### src/rtl/mem_wb_stage.sv
// MEM->WB stage: formats load data from the raw memory word, registers M results into W, muxes writeback.
// Latency: 1 cycle M->W, ResultW is a combinational mux of W registers only. Optional counters: MEMWB_PERF_CNT_EN.
// Backpressure: StallW holds every W register; FlushW (wins over stall) inserts a bubble.
module mem_wb_stage #(
    parameter int REG_ADDR_W = 5,
    parameter int CNT_WIDTH  = 32
) (
    input  logic                  clk,
    input  logic                  rst_n,
    input  logic                  StallW,
    input  logic                  FlushW,
    input  logic                  ValidM,
    input  logic [31:0]           ReadDataM,
    input  logic [31:0]           ALUResultM,
    input  logic [31:0]           PCPlus4M,
    input  logic [REG_ADDR_W-1:0] RdM,
    input  logic                  RegWriteM,
    input  logic [1:0]            ResultSrcM,
    input  logic [2:0]            LoadTypeM,
    output logic                  ValidW,
    output logic                  RegWriteW,
    output logic [REG_ADDR_W-1:0] RdW,
    output logic [31:0]           ResultW,
    output logic                  LoadMisalignW
`ifdef MEMWB_PERF_CNT_EN
    ,
    output logic [CNT_WIDTH-1:0]  InstRetW,
    output logic [CNT_WIDTH-1:0]  LoadRetW
`endif
);

    localparam logic [2:0] F3_LB  = 3'b000;
    localparam logic [2:0] F3_LH  = 3'b001;
    localparam logic [2:0] F3_LW  = 3'b010;
    localparam logic [2:0] F3_LBU = 3'b100;
    localparam logic [2:0] F3_LHU = 3'b101;

    localparam logic [1:0] SRC_ALU  = 2'b00;
    localparam logic [1:0] SRC_LOAD = 2'b01;
    localparam logic [1:0] SRC_PC4  = 2'b10;

    logic [1:0]  byte_off;
    logic [7:0]  byte_sel;
    logic [15:0] half_sel;
    logic [31:0] load_data_m;
    logic        is_load_m;
    logic        misalign_m;
    logic        reg_write_m;

    assign byte_off = ALUResultM[1:0];

    always_comb begin
        byte_sel = ReadDataM[7:0];
        case (byte_off)
            2'd0:    byte_sel = ReadDataM[7:0];
            2'd1:    byte_sel = ReadDataM[15:8];
            2'd2:    byte_sel = ReadDataM[23:16];
            default: byte_sel = ReadDataM[31:24];
        endcase
    end

    assign half_sel = ALUResultM[1] ? ReadDataM[31:16] : ReadDataM[15:0];

    always_comb begin
        load_data_m = 32'h0;
        case (LoadTypeM)
            F3_LB:   load_data_m = {{24{byte_sel[7]}}, byte_sel};
            F3_LBU:  load_data_m = {24'h0, byte_sel};
            F3_LH:   load_data_m = {{16{half_sel[15]}}, half_sel};
            F3_LHU:  load_data_m = {16'h0, half_sel};
            F3_LW:   load_data_m = ReadDataM;
            default: load_data_m = 32'h0;
        endcase
    end

    // Only real loads can be misaligned; bubbles and non-load results never raise the flag.
    assign is_load_m = ValidM && (ResultSrcM == SRC_LOAD);

    always_comb begin
        misalign_m = 1'b0;
        if (is_load_m) begin
            case (LoadTypeM)
                F3_LH, F3_LHU: misalign_m = byte_off[0];
                F3_LW:         misalign_m = (byte_off != 2'b00);
                default:       misalign_m = 1'b0;
            endcase
        end
    end

    assign reg_write_m = RegWriteM && ValidM && (RdM != '0) && !misalign_m;

    logic        valid_w;
    logic        reg_write_w;
    logic        misalign_w;
    logic [REG_ADDR_W-1:0] rd_w;
    logic [1:0]  src_w;
    logic [31:0] alu_w;
    logic [31:0] load_w;
    logic [31:0] pc4_w;

    always_ff @(posedge clk or negedge rst_n) begin
        if (!rst_n) begin
            valid_w     <= 1'b0;
            reg_write_w <= 1'b0;
            misalign_w  <= 1'b0;
            rd_w        <= '0;
            src_w       <= 2'b00;
            alu_w       <= 32'h0;
            load_w      <= 32'h0;
            pc4_w       <= 32'h0;
        end else if (FlushW) begin
            // Control cleared; data registers still load since a bubble never uses them.
            valid_w     <= 1'b0;
            reg_write_w <= 1'b0;
            misalign_w  <= 1'b0;
            rd_w        <= RdM;
            src_w       <= ResultSrcM;
            alu_w       <= ALUResultM;
            load_w      <= load_data_m;
            pc4_w       <= PCPlus4M;
        end else if (!StallW) begin
            valid_w     <= ValidM;
            reg_write_w <= reg_write_m;
            misalign_w  <= misalign_m;
            rd_w        <= RdM;
            src_w       <= ResultSrcM;
            alu_w       <= ALUResultM;
            load_w      <= load_data_m;
            pc4_w       <= PCPlus4M;
        end
    end

    always_comb begin
        ResultW = 32'h0;
        case (src_w)
            SRC_ALU:  ResultW = alu_w;
            SRC_LOAD: ResultW = load_w;
            SRC_PC4:  ResultW = pc4_w;
            default:  ResultW = 32'h0;
        endcase
    end

    assign ValidW        = valid_w;
    assign RegWriteW     = reg_write_w;
    assign RdW           = rd_w;
    assign LoadMisalignW = misalign_w;

`ifdef MEMWB_PERF_CNT_EN
    logic                 capture_m;
    logic                 load_ok_m;
    logic [CNT_WIDTH-1:0] inst_ret_q;
    logic [CNT_WIDTH-1:0] load_ret_q;

    assign capture_m = ValidM && !FlushW && !StallW;
    assign load_ok_m = capture_m && is_load_m && !misalign_m;

    always_ff @(posedge clk or negedge rst_n) begin
        if (!rst_n) begin
            inst_ret_q <= '0;
            load_ret_q <= '0;
        end else begin
            if (capture_m) inst_ret_q <= inst_ret_q + 1'b1;
            if (load_ok_m) load_ret_q <= load_ret_q + 1'b1;
        end
    end

    assign InstRetW = inst_ret_q;
    assign LoadRetW = load_ret_q;
`endif

endmodule

### config.mk
export PLATFORM = sky130hd
export DESIGN_NAME = mem_wb_stage
export DESIGN_NICKNAME = d
export VERILOG_FILES = /design/src/rtl/mem_wb_stage.sv
export SDC_FILE = /design/constraint.sdc
export NUM_CORES = 1
export LEC_CHECK = 0
export CAP_MARGIN = 10
export CORE_AREA = 2 2 115 117
export CTS_CLUSTER_SIZE = 12
export DETAILED_ROUTE_END_ITERATION = 10
export DIE_AREA = 0 0 117 119
export PLACE_DENSITY = 0.77
export RECOVER_POWER = 25
export SLEW_MARGIN = 20
export SYNTH_ARGS = -nofsm -noshare
export SYNTH_HDL_FRONTEND = slang
export SYNTH_SLANG_ARGS = --single-unit
### constraint.sdc
create_clock -name clk -period 1.3 [get_ports clk]
set_input_delay 0.13 -clock clk [delete_from_list [all_inputs] [get_ports clk]]
set_output_delay 0.13 -clock clk [all_outputs]
set_load 0.005 [all_outputs]
==> flow_metrics.tcl <==
set metrics [dict create \
    outcome "finished, violations left" \
    violations "setup timing" \
    synth-edff-count 0 \
    initial_core_util_pct 42.5 \
    clock_path_buffers 2 \
    cts_tree "yes" \
    crit_end "ResultW[7]" \
    final_design_area_no_fill_um2 8350 \
    finalSetupViolCount 84 \
    netlist_instances 618 \
    antenna_found_initial 0 \
    final-hold-violation-count 0 \
    dp_hpwl_um 12200 \
    core_area_um2 12900 \
    p_per_area_nw_per_um2 1040 \
    wl_per_cell_um 18.8 \
    cts-root-buf "clkbuf_16" \
    wirelength_um 18800 \
    fin_ws_ps -414 \
    rows 42 \
    worst_slew_pin_slew_ps 920 \
    syn_avg_cell_area_um2 8.85 \
    synth_top_area_share_pct 48.5 \
    max_freq_ghz 0.583 \
    die_y_um 119 \
    synth_ff_type "dfrtp_1" \
    cp.arrival_ps 1580 \
    drt_iter0_markers 507 \
    ioPinCount 152 \
    rrSetupSlack_ps 190 \
    drtAntennaViolNets 0 \
    vias 5487 \
    max_stage_delay_ps 420 \
    syn-num-nets 730 \
    grt_max_degree 38 \
    skew_ps 0 \
    min_path_type "in -> reg" \
    layout.cells.non_filler 1001 \
    post-route-period-util_pct 132 \
    path_class "reg -> out" \
    layout-drive-gt1-share_pct 22.8 \
    ys_ff_latch 106 \
    grt_pass1_vias 5534 \
    rr_endpoint "load_w[6]$_DFFE_PN0P_" \
    cts_sinks 106 \
    reg2reg_from "load_w[6]$_DFFE_PN0P_" \
    start_kind "flop" \
    htree_levels 3 \
    fillers 1030 \
    crit_fanout 6 \
    cpMaxStageDelayCell "dfrtp_2" \
    period_needed_ps 1710 \
    async_reset_ff_share_pct 100 \
    first_pass_iters 5 \
    antennaDiodeCount 0 \
    clock_latency_ps 350 \
    fp.dieW_um 117 \
    required_ps 1170 \
    p_leak_uw 0.00396 \
    end_kind "output port" \
    yosys_warnings 0 \
    ir_drop_uv 580 \
    relSlewSlack_pct 38.7 \
    ff2ff_path_depth 3 \
    synth_cell_types 32 \
    cp_cell_sequence "buf_8 > buf_12 > mux2i_2 > o21ai_1 > buf_2" \
    area_delta_synth_final_pct 52.7 \
    place_congestion 0.905 \
    cap_violations 0 \
    synth.area.top_cells "dfrtp_1, nand2_1, mux2i_1" \
    post-layout-total-power_uw 8700 \
    dp_cells 961 \
    die_area_um2 13900 \
    io_buffers 151 \
    yosysSeqAreaShare_pct 48.5 \
    cts_made_buffers 9 \
    setup.worst_path.start "src_w[1]$_DFFE_PN0P_" \
    track_usage_pct 26.1 \
    avgViaCountPerCell 5.48 \
    drc 0 \
    finalNetCount 932 \
    yosys.area.top_type "dfrtp_1" \
    syn_area_um2 5470 \
    grt_overflow_total 0 \
    clk_pin_slew_ps 70 \
    rsz0062_at_grt "true" \
    drv_slew 0 \
    dpl_cell_area_um2 7670 \
    tns_ps -21160 \
    grt_pass1_wl_um 27900 \
]
## metal layers
metal,up-vias,GRT usage (%),wire length (µm)
met5,-,0,0
met4,0,7.87,391
met3,34,4.17,1280
met2,244,43.6,9320
met1,2686,34.7,7820
li1,2523,-,-
## state kept, by name, summed over array words and instances (netlist names)
name           cells
RdW                5
RegWriteW          1
pc4_w             32
src_w              2
ValidW             1
load_w            32
LoadMisalignW      1
alu_w             32
## how the worst min path moves through the flow
stage	start	end	slack, ps	depth (start not counted)
after CTS	rst_n	pc4_w[4]$_DFFE_PN0P_	300	2
after detailed placement	rst_n	alu_w[2]$_DFFE_PN0P_	120	1
after global routing	FlushW	ValidW$_DFFE_PN0P_	190	3
after floorplan	rst_n	LoadMisalignW$_DFFE_PN0P_	-170	0
after global placement	rst_n	ValidW$_DFFE_PN0P_	120	1
final	FlushW	ValidW$_DFFE_PN0P_	170	3
## critical path: cells and delay by family (launching register included)
kind | cells | cell delay, ps
flops | 1 | 420
buf+inv | 3 | 450
compound gates | 1 | 110
mux | 1 | 230
## kinds of logic after synthesis
group           after synthesis  share of synthesized area (%)
compound gates              104                           13.6
simple gates                311                           23.2
flops                       106                           48.5
mux                          49                           10.8
buf+inv                      48                           3.87
## power by group
part,total [µW],internal [µW],switching (µW)
Clock,2900,1610,1280
Sequential,3740,3560,180
Combinational,2070,1110,957
## Yosys cell counts (2+ instances only)
cell type	number
nand2_1	284
dfrtp_1	106
mux2i_1	33
clkbuf_1	30
a22oi_1	26
a32oi_1	25
o21ai_0	22
buf_2	16
o21ai_1	11
a31oi_1	8
a21bo_1	7
and3b_1	7
mux2_2	7
mux4_2	7
nor2_1	4
nor2b_1	4
nand3b_1	3
mux2_1	2
nand4bb_1	2
nor3b_2	2
## final cells by class
class	count	area (µm²)	share of cell area [%]
Sequential cell	106	2650	31.8
Tap cell	176	220	2.64
Multi-Input combinational cell	465	2780	33.2
Clock buffer	11	253	3.03
Timing Repair Buffer	238	2380	28.6
Clock inverter	5	60.1	0.720
## stage by stage
| stage | utilization [%] | worst slack [ps] | hold WS (ps) |
|---|---|---|---|
| after floorplan | - | -17.9 | -166 |
| after global placement | 59.6 | -446 | 117 |
| after detailed placement | 59.6 | -533 | 120 |
| after CTS | 63.3 | -485 | 299 |
| after global routing | 64.8 | -478 | 192 |
| final | 64.8 | -414 | 170 |
## layout by cell type (no fill, tap or decap), types with 2 or more instances in the layout
master / count
nand2_1: 273
dfrtp_1: 105
clkdlybuf4s50_1: 103
buf_4: 51
buf_2: 32
a22oi_1: 26
a32oi_1: 25
o21ai_1: 24
mux2i_1: 23
clkbuf_16: 16
buf_12: 12
dlygate4sd2_1: 11
nand2_2: 10
mux2i_2: 9
buf_6: 9
o21ai_2: 8
a31oi_1: 8
mux4_2: 7
and3b_1: 7
a21bo_1: 7
mux2_2: 5
nor2_1: 4
dlymetal6s2s_1: 4
nand3b_1: 3
buf_16: 3
buf_8: 3
o21ai_0: 2
nor2b_1: 2
mux2_4: 2
nor3b_4: 2
mux2_1: 2
nand4bb_1: 2
inv_6: 2
clkbuf_8: 2
clkbuf_2: 2
## repair_timing
action                                  CTS  global route
setup buffers                            11             3
endpoints found under the setup margin   72            64
gates resized for setup                 128            88
pin swaps                                 4             9
gates cloned                              4             7
hold endpoints to repair                 29             0
hold buffers                              1             0
(Power assumes the default switching activity.)
